--- src/rtl/alu_out_tx_pkg.sv ---
// Shared types and constants for the alu_out transmit block.
package alu_out_tx_pkg;

  typedef enum logic [1:0] {IDLE, PRESENT, GAP} alu_out_tx_state_t;

  localparam int unsigned GAP_W = 8;

endpackage

--- src/rtl/alu_out_tx_fifo.sv ---
// Synchronous FIFO with combinational head, exact occupancy count and full/empty flags.
module alu_out_tx_fifo #(
  parameter int unsigned WIDTH = 16,
  parameter int unsigned DEPTH = 4
) (
  input  logic                     clk,
  input  logic                     rst,
  input  logic                     push,
  input  logic                     pop,
  input  logic [WIDTH-1:0]         din,
  output logic [WIDTH-1:0]         dout,
  output logic [$clog2(DEPTH):0]   count,
  output logic                     full,
  output logic                     empty
);

  localparam int unsigned AW = $clog2(DEPTH);
  localparam int unsigned CW = AW + 1;

  logic [WIDTH-1:0] r_mem [DEPTH];
  logic [AW-1:0]    r_wr_ptr;
  logic [AW-1:0]    r_rd_ptr;
  logic [CW-1:0]    r_count;
  logic             w_do_push;
  logic             w_do_pop;

  assign full      = (r_count == CW'(DEPTH));
  assign empty     = (r_count == '0);
  assign w_do_push = push & ~full;
  assign w_do_pop  = pop & ~empty;
  assign dout      = r_mem[r_rd_ptr];
  assign count     = r_count;

  // Storage needs no reset; only pointers and count define validity.
  always_ff @(posedge clk) begin
    if (w_do_push) r_mem[r_wr_ptr] <= din;
  end

  // Power-of-two depth lets pointers wrap naturally.
  always_ff @(posedge clk or negedge rst) begin
    if (!rst) begin
      r_wr_ptr <= '0;
      r_rd_ptr <= '0;
      r_count  <= '0;
    end else begin
      if (w_do_push) r_wr_ptr <= r_wr_ptr + AW'(1);
      if (w_do_pop)  r_rd_ptr <= r_rd_ptr + AW'(1);
      if (w_do_push && !w_do_pop)      r_count <= r_count + CW'(1);
      else if (w_do_pop && !w_do_push) r_count <= r_count - CW'(1);
    end
  end

endmodule

--- src/rtl/alu_out_result_tx.sv ---
// alu_out transmit end: buffers ALU results and presents each with a one-cycle done pulse,
// separated by at least MIN_GAP idle cycles.
module alu_out_result_tx
  import alu_out_tx_pkg::*;
#(
  parameter int unsigned ALU_OUT_RESULT_WIDTH = 16,
  parameter int unsigned FIFO_DEPTH           = 4,
  parameter int unsigned MIN_GAP              = 0
) (
  input  logic                              clk,
  input  logic                              rst,
  input  logic                              in_valid,
  output logic                              in_ready,
  input  logic [ALU_OUT_RESULT_WIDTH-1:0]   in_result,
  output logic                              done,
  output logic [ALU_OUT_RESULT_WIDTH-1:0]   result,
  output logic [$clog2(FIFO_DEPTH):0]       fifo_count
);

  localparam int unsigned CW     = $clog2(FIFO_DEPTH) + 1;
  localparam bit          NO_GAP = (MIN_GAP == 0);

  alu_out_tx_state_t               r_state;
  logic [GAP_W-1:0]                r_gap;
  logic                            r_done;
  logic                            r_in_ready;
  logic [ALU_OUT_RESULT_WIDTH-1:0] r_result;
  logic [ALU_OUT_RESULT_WIDTH-1:0] w_head;
  logic                            w_full;
  logic                            w_empty;
  logic                            w_push;
  logic                            w_pop;
  logic [CW-1:0]                   w_count_nxt;

  assign in_ready = r_in_ready;
  assign done     = r_done;
  assign result   = r_result;
  assign w_push   = in_valid & r_in_ready & ~w_full;

  alu_out_tx_fifo #(
    .WIDTH (ALU_OUT_RESULT_WIDTH),
    .DEPTH (FIFO_DEPTH)
  ) u_fifo (
    .clk   (clk),
    .rst   (rst),
    .push  (w_push),
    .pop   (w_pop),
    .din   (in_result),
    .dout  (w_head),
    .count (fifo_count),
    .full  (w_full),
    .empty (w_empty)
  );

  // Pop decision: the FSM consumes the head whenever it is allowed to present.
  always_comb begin
    w_pop = 1'b0;
    case (r_state)
      IDLE:    w_pop = ~w_empty;
      PRESENT: w_pop = NO_GAP & ~w_empty;
      GAP:     w_pop = (r_gap == '0) & ~w_empty;
      default: w_pop = 1'b0;
    endcase
  end

  always_comb begin
    w_count_nxt = fifo_count;
    if (w_push && !w_pop)      w_count_nxt = fifo_count + CW'(1);
    else if (w_pop && !w_push) w_count_nxt = fifo_count - CW'(1);
  end

  // in_ready is registered from the post-edge occupancy so it never tracks a same-cycle pop.
  always_ff @(posedge clk or negedge rst) begin
    if (!rst) begin
      r_state    <= IDLE;
      r_gap      <= '0;
      r_done     <= 1'b0;
      r_in_ready <= 1'b0;
      r_result   <= '0;
    end else begin
      r_in_ready <= (w_count_nxt != CW'(FIFO_DEPTH));
      r_done     <= w_pop;
      if (w_pop) r_result <= w_head;
      case (r_state)
        IDLE: begin
          if (w_pop) r_state <= PRESENT;
        end
        PRESENT: begin
          if (!w_pop) begin
            if (!NO_GAP) begin
              r_gap   <= GAP_W'(MIN_GAP - 1);
              r_state <= GAP;
            end else begin
              r_state <= IDLE;
            end
          end
        end
        GAP: begin
          if (r_gap == '0) r_state <= w_pop ? PRESENT : IDLE;
          else             r_gap   <= r_gap - GAP_W'(1);
        end
        default: r_state <= IDLE;
      endcase
    end
  end

endmodule

--- config.mk ---
export PLATFORM = sky130hd
export DESIGN_NAME = alu_out_result_tx
export DESIGN_NICKNAME = d
export VERILOG_FILES = /design/src/rtl/alu_out_tx_pkg.sv /design/src/rtl/alu_out_tx_fifo.sv /design/src/rtl/alu_out_result_tx.sv
export SDC_FILE = /design/constraint.sdc
export NUM_CORES = 1
export LEC_CHECK = 0
export CAP_MARGIN = 20
export CELL_PAD_IN_SITES_DETAIL_PLACEMENT = 1
export CELL_PAD_IN_SITES_GLOBAL_PLACEMENT = 1
export CORE_MARGIN = 2
export CORE_UTILIZATION = 52
export CTS_BUF_LIST = sky130_fd_sc_hd__clkbuf_4 sky130_fd_sc_hd__clkbuf_8
export CTS_CLUSTER_DIAMETER = 120
export DETAILED_ROUTE_END_ITERATION = 16
export PLACE_DENSITY_LB_ADDON = 0.1
export SETUP_SLACK_MARGIN = 0.05
export SYNTH_ARGS = -nofsm -noshare
export SYNTH_HDL_FRONTEND = slang
export SYNTH_SLANG_ARGS = --single-unit
--- constraint.sdc ---
create_clock -name clk -period 3.22 [get_ports clk]
set_input_delay 0.644 -clock clk [delete_from_list [all_inputs] [get_ports clk]]
set_output_delay 0.644 -clock clk [all_outputs]
set_load 0.02 [all_outputs]
==> metrics.csv <==
stage,metric,value,unit
grt,first-pass GRT wire length,11900,um
worst_setup_path,Crit. End Element,output port,
placement,Final Wtd Congestion,0.754,
synth,Netlist cell types,28,
clock_network,postcts setup bufs,0,
clock_network,CTS max path bufs,2,
final_layout,share of cells above drive strength 1,0.139,
sta,Max Slew Vio Count,0,
worst_setup_path,CP top delay family,buffers and inverters,
floorplan,Top Ports,40,
synth,Mapped Area,3530,um2
worst_setup_path,Reg2Reg Depth,7,
placement,Placed Area,4020,um2
grt,largest net degree at the start of global routing,34,
power_and_ir_drop,Clock power frac,0.188,
routing,routed vias,1928,
power_and_ir_drop,power share of the combinational group,0.366,
worst_setup_path,Crit path required time,2580,ps
sta,Worst slew margin,0.326,
sta,clock skew,11.1,ps
clock_network,PostCTS Resize Cnt,0,
final_layout,area delta synth->final,19.5,%
placement,port buffer count,39,
grt,number of global-route vias before repair,2160,
synth,post-synthesis sequential area ratio,0.722,
clock_network,total number of H-tree levels,3,
placement,Placed Cells,323,
final_layout,Fill cells,600,
clock_network,CTS Hold Bufs,0,
floorplan,CORE AREA,6680,um2
worst_setup_path,Critical Path Stages,1,
synth,register bit count reported by yosys,89,
worst_setup_path,r2r setup slk,1040,ps
grt,GR Overflow Total,0,
routing,average wire per standard cell,22.3,um
floorplan,overall die height,86.4,um
worst_setup_path,worst reg2reg endpoint,u_fifo.r_mem[3][14],
routing,drt via density,5.69,
job,maxcap violations,0,
clock_network,clock latency on the worst-skew pair,350,ps
sta,"Setup violations, final",0,
floorplan,Rows,30,
clock_network,"CTS clk-pin slew, worst paths",90,ps
worst_hold_path,Hold Crit Class,reg2reg,
worst_setup_path,startpoint types,register,
clock_network,CTS tree,built,
power_and_ir_drop,switching pwr,0.00147,W
floorplan,die area,7460,um2
worst_setup_path,Worst Setup SP,u_fifo.count[2],
worst_setup_path,CP Data Arrival Time,1570,ps
clock_network,TritonCTS Buffers,9,
sta,RSZ-0062 raised after global routing,no,
worst_setup_path,worst setup path end,fifo_count[2],
sta,Tcrit/Tclk final,0.689,
synth,synthesized area per cell,17.2,um2
synth,Synth Warn #,0,
worst_setup_path,worst path bufs/invs,1,
power_and_ir_drop,Sw Share,0.356,
clock_network,Root Driver,clkbuf_8,
run_status,outcome,completed,
worst_setup_path,critical-path cell list,clkdlybuf4s50_1,
power_and_ir_drop,Pwr per Cell Area,977,nW/um2
placement,placed wire-length estimate,5030,um
routing,DRT Pass-1 Iters,4,
routing,residual DRC count,0,
final_layout,final-stage net count,282,
worst_setup_path,WS Path Type,reg2out,
routing,initial DRC count,110,
worst_setup_path,FF-to-FF Start,u_fifo.count[0],
sta,Peak Freq,0.451,GHz
final_layout,antenna diode count,0,
floorplan,Initial Util,0.528,
grt,Total GRT Usage,0.220,
synth,Syn Nets,233,
worst_setup_path,CP max stage cell,clkdlybuf4s50_1,
sta,Worst Max-Slew Pin Slew,1010,ps
power_and_ir_drop,leakage power,1.59,nW
sta,Period minus WS final,2220,ps
power_and_ir_drop,internal power,0.00266,W
final_layout,final cell count without fillers,339,
worst_setup_path,Max stage delay on crit path,670,ps
sta,Hold Fails Final Rpt,0,
routing,Routed Antenna Nets,0,
floorplan,Die X,86.4,um
worst_setup_path,CP Max Fanout,8,
final_layout,post-route cell area,4220,um2
power_and_ir_drop,sequential group share of total power,0.446,
routing,Routed WL,7550,um
synth,Post-Synthesis Cells,205,
grt,initial antenna violation count,0,
sta,Worst Hold Slack,547,ps
sta,setup TNS,0,ps
power_and_ir_drop,worst vdd ir,0.726,mV
clock_network,Clock Sinks,89,
[worst reg2reg max path, stage by stage (launching register included)]
cell and delay (ps):
dfrtp_1 480, inv_1 110, ha_1 250, and2_1 180
nor2_1 100, buf_4 180, and2_1 330, buf_4 260
[how the worst min path moves through the flow]
stage / start / to / slack, ps / cells after the start
2_1_floorplan: rst / done / 350 / 0
3_3_place_gp: u_fifo.r_rd_ptr[0] / u_fifo.r_rd_ptr[0] / 510 / 2
3_5_place_dp: u_fifo.r_rd_ptr[0] / u_fifo.r_rd_ptr[0] / 530 / 2
4_1_cts: u_fifo.r_rd_ptr[0] / u_fifo.r_rd_ptr[0] / 540 / 2
5_1_grt: u_fifo.r_rd_ptr[0] / u_fifo.r_rd_ptr[0] / 600 / 2
6_report: u_fifo.r_rd_ptr[0] / u_fifo.r_rd_ptr[0] / 550 / 2
[stage by stage]
step,total power [W],utilization,setup slack [ps]
2_1_floorplan,0.00280,-,1020
3_3_place_gp,0.00327,0.601,893
3_5_place_dp,0.00339,0.601,790
4_1_cts,0.00417,0.631,990
5_1_grt,0.00435,0.631,878
6_report,0.00412,0.631,1000
[logic make-up (layout without fill, tap and decap cells)]
kind of cell               after synthesis  after routing  synth area share
AOI/OAI and AO/OA                       19             19            0.0606
xor gates and xnor gates                 6              6            0.0149
adders and majority gates                9              9            0.0319
buffers and inverters                   13             67            0.0227
DFF                                     89             89             0.722
muxes                                   34             34            0.0968
and+or+nand+nor                         35             35            0.0514
[power by group through the flow]
stage / sequential [W] / combinational [W] / clock [W]
CTS: 0.00184 / 0.00154 / 0.000792
detailed placement: 0.00186 / 0.00153 / 0
finish: 0.00184 / 0.00151 / 0.000776
floorplan: 0.00188 / 0.000929 / 0
global route: 0.00188 / 0.00164 / 0.000833
global placement: 0.00183 / 0.00144 / 0
[sequential cells by signal, indices dropped and copies added, names as in the netlist]
register and flops:
u_fifo.r_mem 64, in_ready 1, u_fifo.count 3, u_fifo.r_rd_ptr 2
result 16, done 1, u_fifo.r_wr_ptr 2
[placed cells by master (no fill, tap or decap), types with 2 or more instances in the layout]
cell,instances
clkbuf_8,10
nand2_1,2
mux2i_1,33
dfrtp_1,24
a221oi_1,8
and2_1,5
clkinvlp_4,3
buf_4,7
clkdlybuf4s50_1,39
nor2_1,21
xnor2_1,2
inv_1,4
xor2_1,4
ha_1,9
edfxtp_1,64
a221oi_2,8
[synthesized netlist by cell type (all sizes together)]
library cell | n | area, um2
ha | 9 | 113
nand4b | 1 | 8.76
mux2i | 33 | 330
dfrtp | 25 | 626
nor2b | 2 | 20.0
edfxtp | 64 | 1920
or4b | 1 | 10.0
xnor2 | 2 | 17.5
buf | 8 | 58.8
nor3b | 1 | 7.51
o221ai | 1 | 8.76
o311a | 1 | 10.0
mux2 | 1 | 11.3
nor2 | 21 | 78.8
and3b | 1 | 8.76
and2 | 6 | 40.0
inv | 5 | 21.3
nand2 | 2 | 7.51
xor2 | 4 | 35.0
o21ai | 1 | 5.00
a221oi | 16 | 190
[cell type report]
class / instances / area [um2] / area share
inverter: 5 / 21.3 / 0.00504
clock inverter: 6 / 66.3 / 0.0157
multi-input combinational: 103 / 902 / 0.214
clock buffer: 10 / 138 / 0.0326
sequential: 89 / 2550 / 0.604
tap: 80 / 100 / 0.0237
timing repair buffer: 46 / 443 / 0.105
[metal layers]
metal / wire length [um] / global-route usage
met1: 3050 / 0.267
met2: 4080 / 0.380
met3: 260 / 0.0448
met4: 159 / 0.0966
met5: 0 / 0
Note: power is estimated with default switching activity, not from simulation.
